--- src/rtl/imem_pkg.sv ---
// Shared types and constants for the instruction fetch stage
// and its instruction memory.
package imem_pkg;

  localparam int DEF_DEPTH = 128;
  localparam int IDX_W = $clog2(DEF_DEPTH);

  localparam logic [31:0] NOP_WORD = 32'h0000_0000;

  typedef enum logic [1:0] {
    BOOT  = 2'd0,
    RUN   = 2'd1,
    FAULT = 2'd2
  } fetch_state_t;

  function automatic logic [31:0] word_index(
    input logic [31:0] addr
  );
    return addr >> 2;
  endfunction

endpackage

--- src/rtl/imem_sp_ram.sv ---
// Word-addressed instruction RAM: synchronous write, registered
// read with read-old-data on same-index collisions.
module imem_sp_ram #(
  parameter int DATA_W = 32,
  parameter int DEPTH  = 128
) (
  input  logic                     clk,
  input  logic                     rst,
  input  logic                     re,
  input  logic [$clog2(DEPTH)-1:0] raddr,
  input  logic                     we,
  input  logic [$clog2(DEPTH)-1:0] waddr,
  input  logic [DATA_W-1:0]        wdata,
  output logic [DATA_W-1:0]        rdata
);

  logic [DATA_W-1:0] mem [DEPTH];

  // Contents survive reset so the array can be preloaded under it.
  always_ff @(posedge clk) begin
    if (we) begin
      mem[waddr] <= wdata;
    end
  end

  always_ff @(posedge clk) begin
    if (!rst) begin
      rdata <= '0;
    end else if (re) begin
      rdata <= mem[raddr];
    end
  end

endmodule

--- src/rtl/instr_fetch_unit.sv ---
// Single-cycle fetch stage: fetch PC, redirect, stall and
// alignment/range fault handling in front of the instruction RAM.
module instr_fetch_unit
  import imem_pkg::*;
#(
  parameter int              ADDR_W     = 32,
  parameter int              DATA_W     = 32,
  parameter int              IMEM_DEPTH = 128,
  parameter logic [ADDR_W-1:0] RESET_PC = '0
) (
  input  logic                          clk,
  input  logic                          rst,
  input  logic                          branch,
  input  logic                          jump,
  input  logic [ADDR_W-1:0]             branch_addr,
  input  logic [ADDR_W-1:0]             jump_addr,
  input  logic                          id_ready,
  input  logic                          imem_we,
  input  logic [$clog2(IMEM_DEPTH)-1:0] imem_waddr,
  input  logic [DATA_W-1:0]             imem_wdata,
  output logic [ADDR_W-1:0]             pc_out,
  output logic [DATA_W-1:0]             ir_out,
  output logic                          if_valid,
  output logic                          fault,
  output logic [ADDR_W-1:0]             fault_addr
);

  localparam int IW = $clog2(IMEM_DEPTH);

  fetch_state_t      state;
  logic [ADDR_W-1:0] fetch_pc;
  logic [ADDR_W-1:0] tgt;
  logic              redir;
  logic              advance;
  logic              pc_ok;
  logic              tgt_ok;
  logic              rd_en;

  function automatic logic addr_ok(
    input logic [ADDR_W-1:0] a
  );
    return (a[1:0] == 2'b00) &&
      ({2'b00, a[ADDR_W-1:2]} < ADDR_W'(IMEM_DEPTH));
  endfunction

  always_comb begin
    redir   = branch || jump;
    tgt     = branch ? branch_addr : jump_addr;
    advance = (state == RUN) && (!if_valid || id_ready);
    pc_ok   = addr_ok(fetch_pc);
    tgt_ok  = addr_ok(tgt);
    rd_en   = advance && !redir && pc_ok;
  end

  imem_sp_ram #(
    .DATA_W (DATA_W),
    .DEPTH  (IMEM_DEPTH)
  ) u_ram (
    .clk   (clk),
    .rst   (rst),
    .re    (rd_en),
    .raddr (fetch_pc[IW+1:2]),
    .we    (imem_we),
    .waddr (imem_waddr),
    .wdata (imem_wdata),
    .rdata (ir_out)
  );

  always_ff @(posedge clk) begin
    if (!rst) begin
      state      <= BOOT;
      fetch_pc   <= RESET_PC;
      pc_out     <= RESET_PC;
      if_valid   <= 1'b0;
      fault      <= 1'b0;
      fault_addr <= '0;
    end else begin
      unique case (state)
        BOOT: state <= RUN;
        RUN: begin
          // Redirect wins over sequential fetch, even mid-stall.
          if (redir) begin
            if_valid <= 1'b0;
            if (tgt_ok) begin
              fetch_pc <= tgt;
            end else begin
              state      <= FAULT;
              fault      <= 1'b1;
              fault_addr <= tgt;
            end
          end else if (advance) begin
            if (pc_ok) begin
              pc_out   <= fetch_pc;
              if_valid <= 1'b1;
              fetch_pc <= fetch_pc + ADDR_W'(4);
            end else begin
              state      <= FAULT;
              fault      <= 1'b1;
              fault_addr <= fetch_pc;
              if_valid   <= 1'b0;
            end
          end
        end
        FAULT: state <= FAULT;
        default: state <= FAULT;
      endcase
    end
  end

endmodule

--- config.mk ---
export PLATFORM = sky130hd
export DESIGN_NAME = instr_fetch_unit
export DESIGN_NICKNAME = d
export VERILOG_FILES = /design/src/rtl/imem_pkg.sv /design/src/rtl/imem_sp_ram.sv /design/src/rtl/instr_fetch_unit.sv
export SDC_FILE = /design/constraint.sdc
export NUM_CORES = 2
export LEC_CHECK = 0
export ABC_AREA = 1
export CORE_MARGIN = 1
export CORE_UTILIZATION = 50
export DETAILED_ROUTE_END_ITERATION = 6
export HOLD_SLACK_MARGIN = 0.12
export PLACE_DENSITY = 0.65
export SLEW_MARGIN = 5
export SYNTH_ARGS = -nofsm -noshare
export SYNTH_HDL_FRONTEND = slang
export SYNTH_HIERARCHICAL = 1
export SYNTH_SLANG_ARGS = --single-unit
export TNS_END_PERCENT = 1
--- constraint.sdc ---
create_clock -name clk -period 11.28 [get_ports clk]
set_input_delay 2.256 -clock clk [delete_from_list [all_inputs] [get_ports clk]]
set_output_delay 2.256 -clock clk [all_outputs]
set_load 0.02 [all_outputs]
==> impl_metrics.env <==
export IMPL_final_common_cell="nand2_1"
export IMPL_power_total_mw=33.3
export IMPL_cts_buffers=415
export IMPL_start_util=0.503
export IMPL_final_fill_count=27500
export IMPL_p_seq_frac=0.521
export IMPL_fin_cells=19100
export IMPL_grt_pass1_vias=105000
export IMPL_layout_min_cycle_time_ns=5.32
export IMPL_post_place_cells=18300
export IMPL_switchingPower_mw=7.68
export IMPL_detail_route_antenna_nets=0
export IMPL_static_leakage_power_nw=65.7
export IMPL_critPathRequiredTime_ns=12.20
export IMPL_critPathBufInv=4
export IMPL_worstPathArrival_ns=6.24
export IMPL_dr_first_iter_drc_count=15100
export IMPL_syn_area_per_cell_sq_um=12.0
export IMPL_grt_max_degree=188
export IMPL_pre_cts_slack_ns=5.11
export IMPL_tightest_slew_ns=1.29
export IMPL_critPathKind="input port to flip-flop"
export IMPL_syn_inst=14300
export IMPL_track_usage=0.280
export IMPL_die_area_sq_mm=0.345
export IMPL_post_cts_buffers=0
export IMPL_start_kind="input port"
export IMPL_worstHoldPathType="flip-flop to flip-flop"
export IMPL_post_cts_resized=0
export IMPL_cap_violations=0
export IMPL_syn2layout_area_growth_pct=10.8
export IMPL_max_stage_delay_ns=0.67
export IMPL_netlist_area_sq_mm=0.171
export IMPL_critPathSlowestCell="buf_4"
export IMPL_synth_area_top_cells="edfxtp_1, nand3_1, nand2_1"
export IMPL_ctsHoldBuffers=0
export IMPL_relSlewSlack=0.139
export IMPL_overflow=0
export IMPL_ys_ff_latch=4228
export IMPL_syn_nets=14400
export IMPL_setup_tns_ns=0
export IMPL_cts_buffer_depth=4
export IMPL_cp_max_fo=65
export IMPL_grt_pass1_wl_um=715000
export IMPL_clock_power_share=0.413
export IMPL_regArea_sq_mm=0.126
export IMPL_die_h_um=587
export IMPL_multi_input_area_sq_mm=0.0398
export IMPL_critPathCaptureType="flip-flop"
export IMPL_dr_pass1_iters=6
export IMPL_layout_common_cells="nand2_1, nand3_1, edfxtp_1"
export IMPL_antenna_found_initial=28
export IMPL_combPwrFrac=0.066
export IMPL_setup_slack_ns=5.96
export IMPL_fmax_mhz=188
export IMPL_core_area_sq_mm=0.340
export IMPL_p_int_mw=25.6
export IMPL_synth_seq_area_share=0.734
export IMPL_rsz0062_at_grt="false"
export IMPL_dp_hpwl_um=267000
export IMPL_route_detailed_drc=0
export IMPL_vias=113000
export IMPL_drv_slew=0
export IMPL_setup_viol=0
export IMPL_wire_per_inst_um=25.9
export IMPL_cp_top_family="simple AND/OR/NAND/NOR gates"
export IMPL_ys_warnings_count=6
export IMPL_crit_chain="clkdlybuf4s50_1 > buf_4 > nor2_8 > nand3_1 > nor3_2 > nand2_2 > nor2_4 > buf_4 > nor2_1 > nor2_1 > nand2_1 > inv_1"
export IMPL_drive_gt1_frac=0.0731
export IMPL_power_density_mw_per_mm2=176
export IMPL_die_x_um=587
export IMPL_io_pins=207
export IMPL_cts_sinks=4228
export IMPL_skew_ns=0.0417
export IMPL_synth_top_cell_area_share=0.718
export IMPL_period_share=0.471
export IMPL_cts_clk_slew_worst_paths_ns=0.06
export IMPL_io_buffers=206
export IMPL_finalHoldViolCount=0
export IMPL_clock_root_buffer="clkbuf_16"
export IMPL_ir_drop_mv=0.130
export IMPL_rows=214
export IMPL_vias_per_cell=5.89
export IMPL_status="completed"
export IMPL_netlist_cell_type_count=35
export IMPL_htree_levels=5
export IMPL_wirelength_um=495000
export IMPL_gp_congestion=0.886
export IMPL_clk_latency_ns=1.00
export IMPL_synth_area_leader_cell="edfxtp_1"
export IMPL_fin_nets=14300
export IMPL_sw_frac_of_total=0.231
export IMPL_cts_tree="built"
==> synth_stat cells (all sizes together) <==
cell type	number
nor3	24
inv	200
clkbuf	134
xor2	4
dfxtp	132
nand3b	2
o22ai	2
edfxtp	4096
nand2	4328
buf	827
or2	2
o21ai	12
nand3	4103
nor2	324
clkinv	1
ha	1
a21oi	55
nand4	37
==> kinds of logic (layout without fill, tap and decap cells) <==
kind of cell / after synthesis / in the layout / share of synthesized area
other: 0 / 16 / 0
and+or+nand+nor: 8820 / 8820 / 0.224
buffers and inverters: 1162 / 1439 / 0.0393
xor gates and xnor gates: 4 / 4 / 0.000205
adders and majority gates: 1 / 1 / 0.0000731
AOI/OAI and AO/OA: 69 / 69 / 0.00212
DFF: 4228 / 4228 / 0.734
==> layout make-up <==
cell class | instances | area share
multi-input combinational | 8894 | 0.210
clock buffer | 548 | 0.0591
timing repair buffer | 475 | 0.0223
antenna | 16 | 0.000211
tap | 4536 | 0.0299
sequential | 4228 | 0.662
inverter | 201 | 0.00427
clock inverter | 215 | 0.0118
==> tightest hold or removal path, cell delays in order, from the launching register on <==
cell     delay, ns
dfxtp_1       0.31
nand2_1       0.05
nor2_1        0.04
==> layer usage <==
metal  global-route usage  up-vias  share of wire
met5                    0        -       0.000042
met4                0.128        4          0.050
met3               0.0565      881           0.11
met1                0.390    55100           0.39
li1                     -    50500              -
met2                0.428     6041           0.45
==> path summary, 6_finish.rpt <==
| path | cells past startpoint | from | slack [ns] | to |
|---|---|---|---|---|
| min | 2 | pc_out[1] | 0.44 | pc_out[1] |
| max reg2reg | 14 | fetch_pc[2] | 6.04 | u_ram/rdata[28] |
| max | 12 | branch | 5.96 | u_ram/rdata[22] |
| min reg2reg | 2 | pc_out[1] | 0.44 | pc_out[1] |
==> sequential cells by signal, indices dropped and copies added (netlist names) <==
| signal | count |
|---|---|
| state | 2 |
| fetch_pc | 32 |
| fault | 1 |
| fault_addr | 32 |
| u_ram/mem | 4096 |
| if_valid | 1 |
| pc_out | 32 |
| u_ram/rdata | 32 |
==> power by group through the flow <==
stage                     clock network [mW]  logic, mW  registers (mW)
after floorplan                            0       1.15            17.7
after global placement                     0       2.13            17.7
after detailed placement                   0       2.15            17.7
after CTS                               13.9       2.16            17.3
after global routing                    14.5       2.32            17.3
final                                   13.7       2.20            17.4
==> through the flow <==
| step | area, sq um | hold WS (ns) | util |
|---|---|---|---|
| after CTS | 190000 | 0.445 | 0.557 |
| after global placement | 176000 | 0.433 | 0.518 |
| after global routing | 190000 | 0.471 | 0.557 |
| after detailed placement | 176000 | 0.437 | 0.518 |
| after floorplan | 171000 | 0.431 | - |
| final | 190000 | 0.442 | 0.557 |
Power figures use the tool's default switching activity.
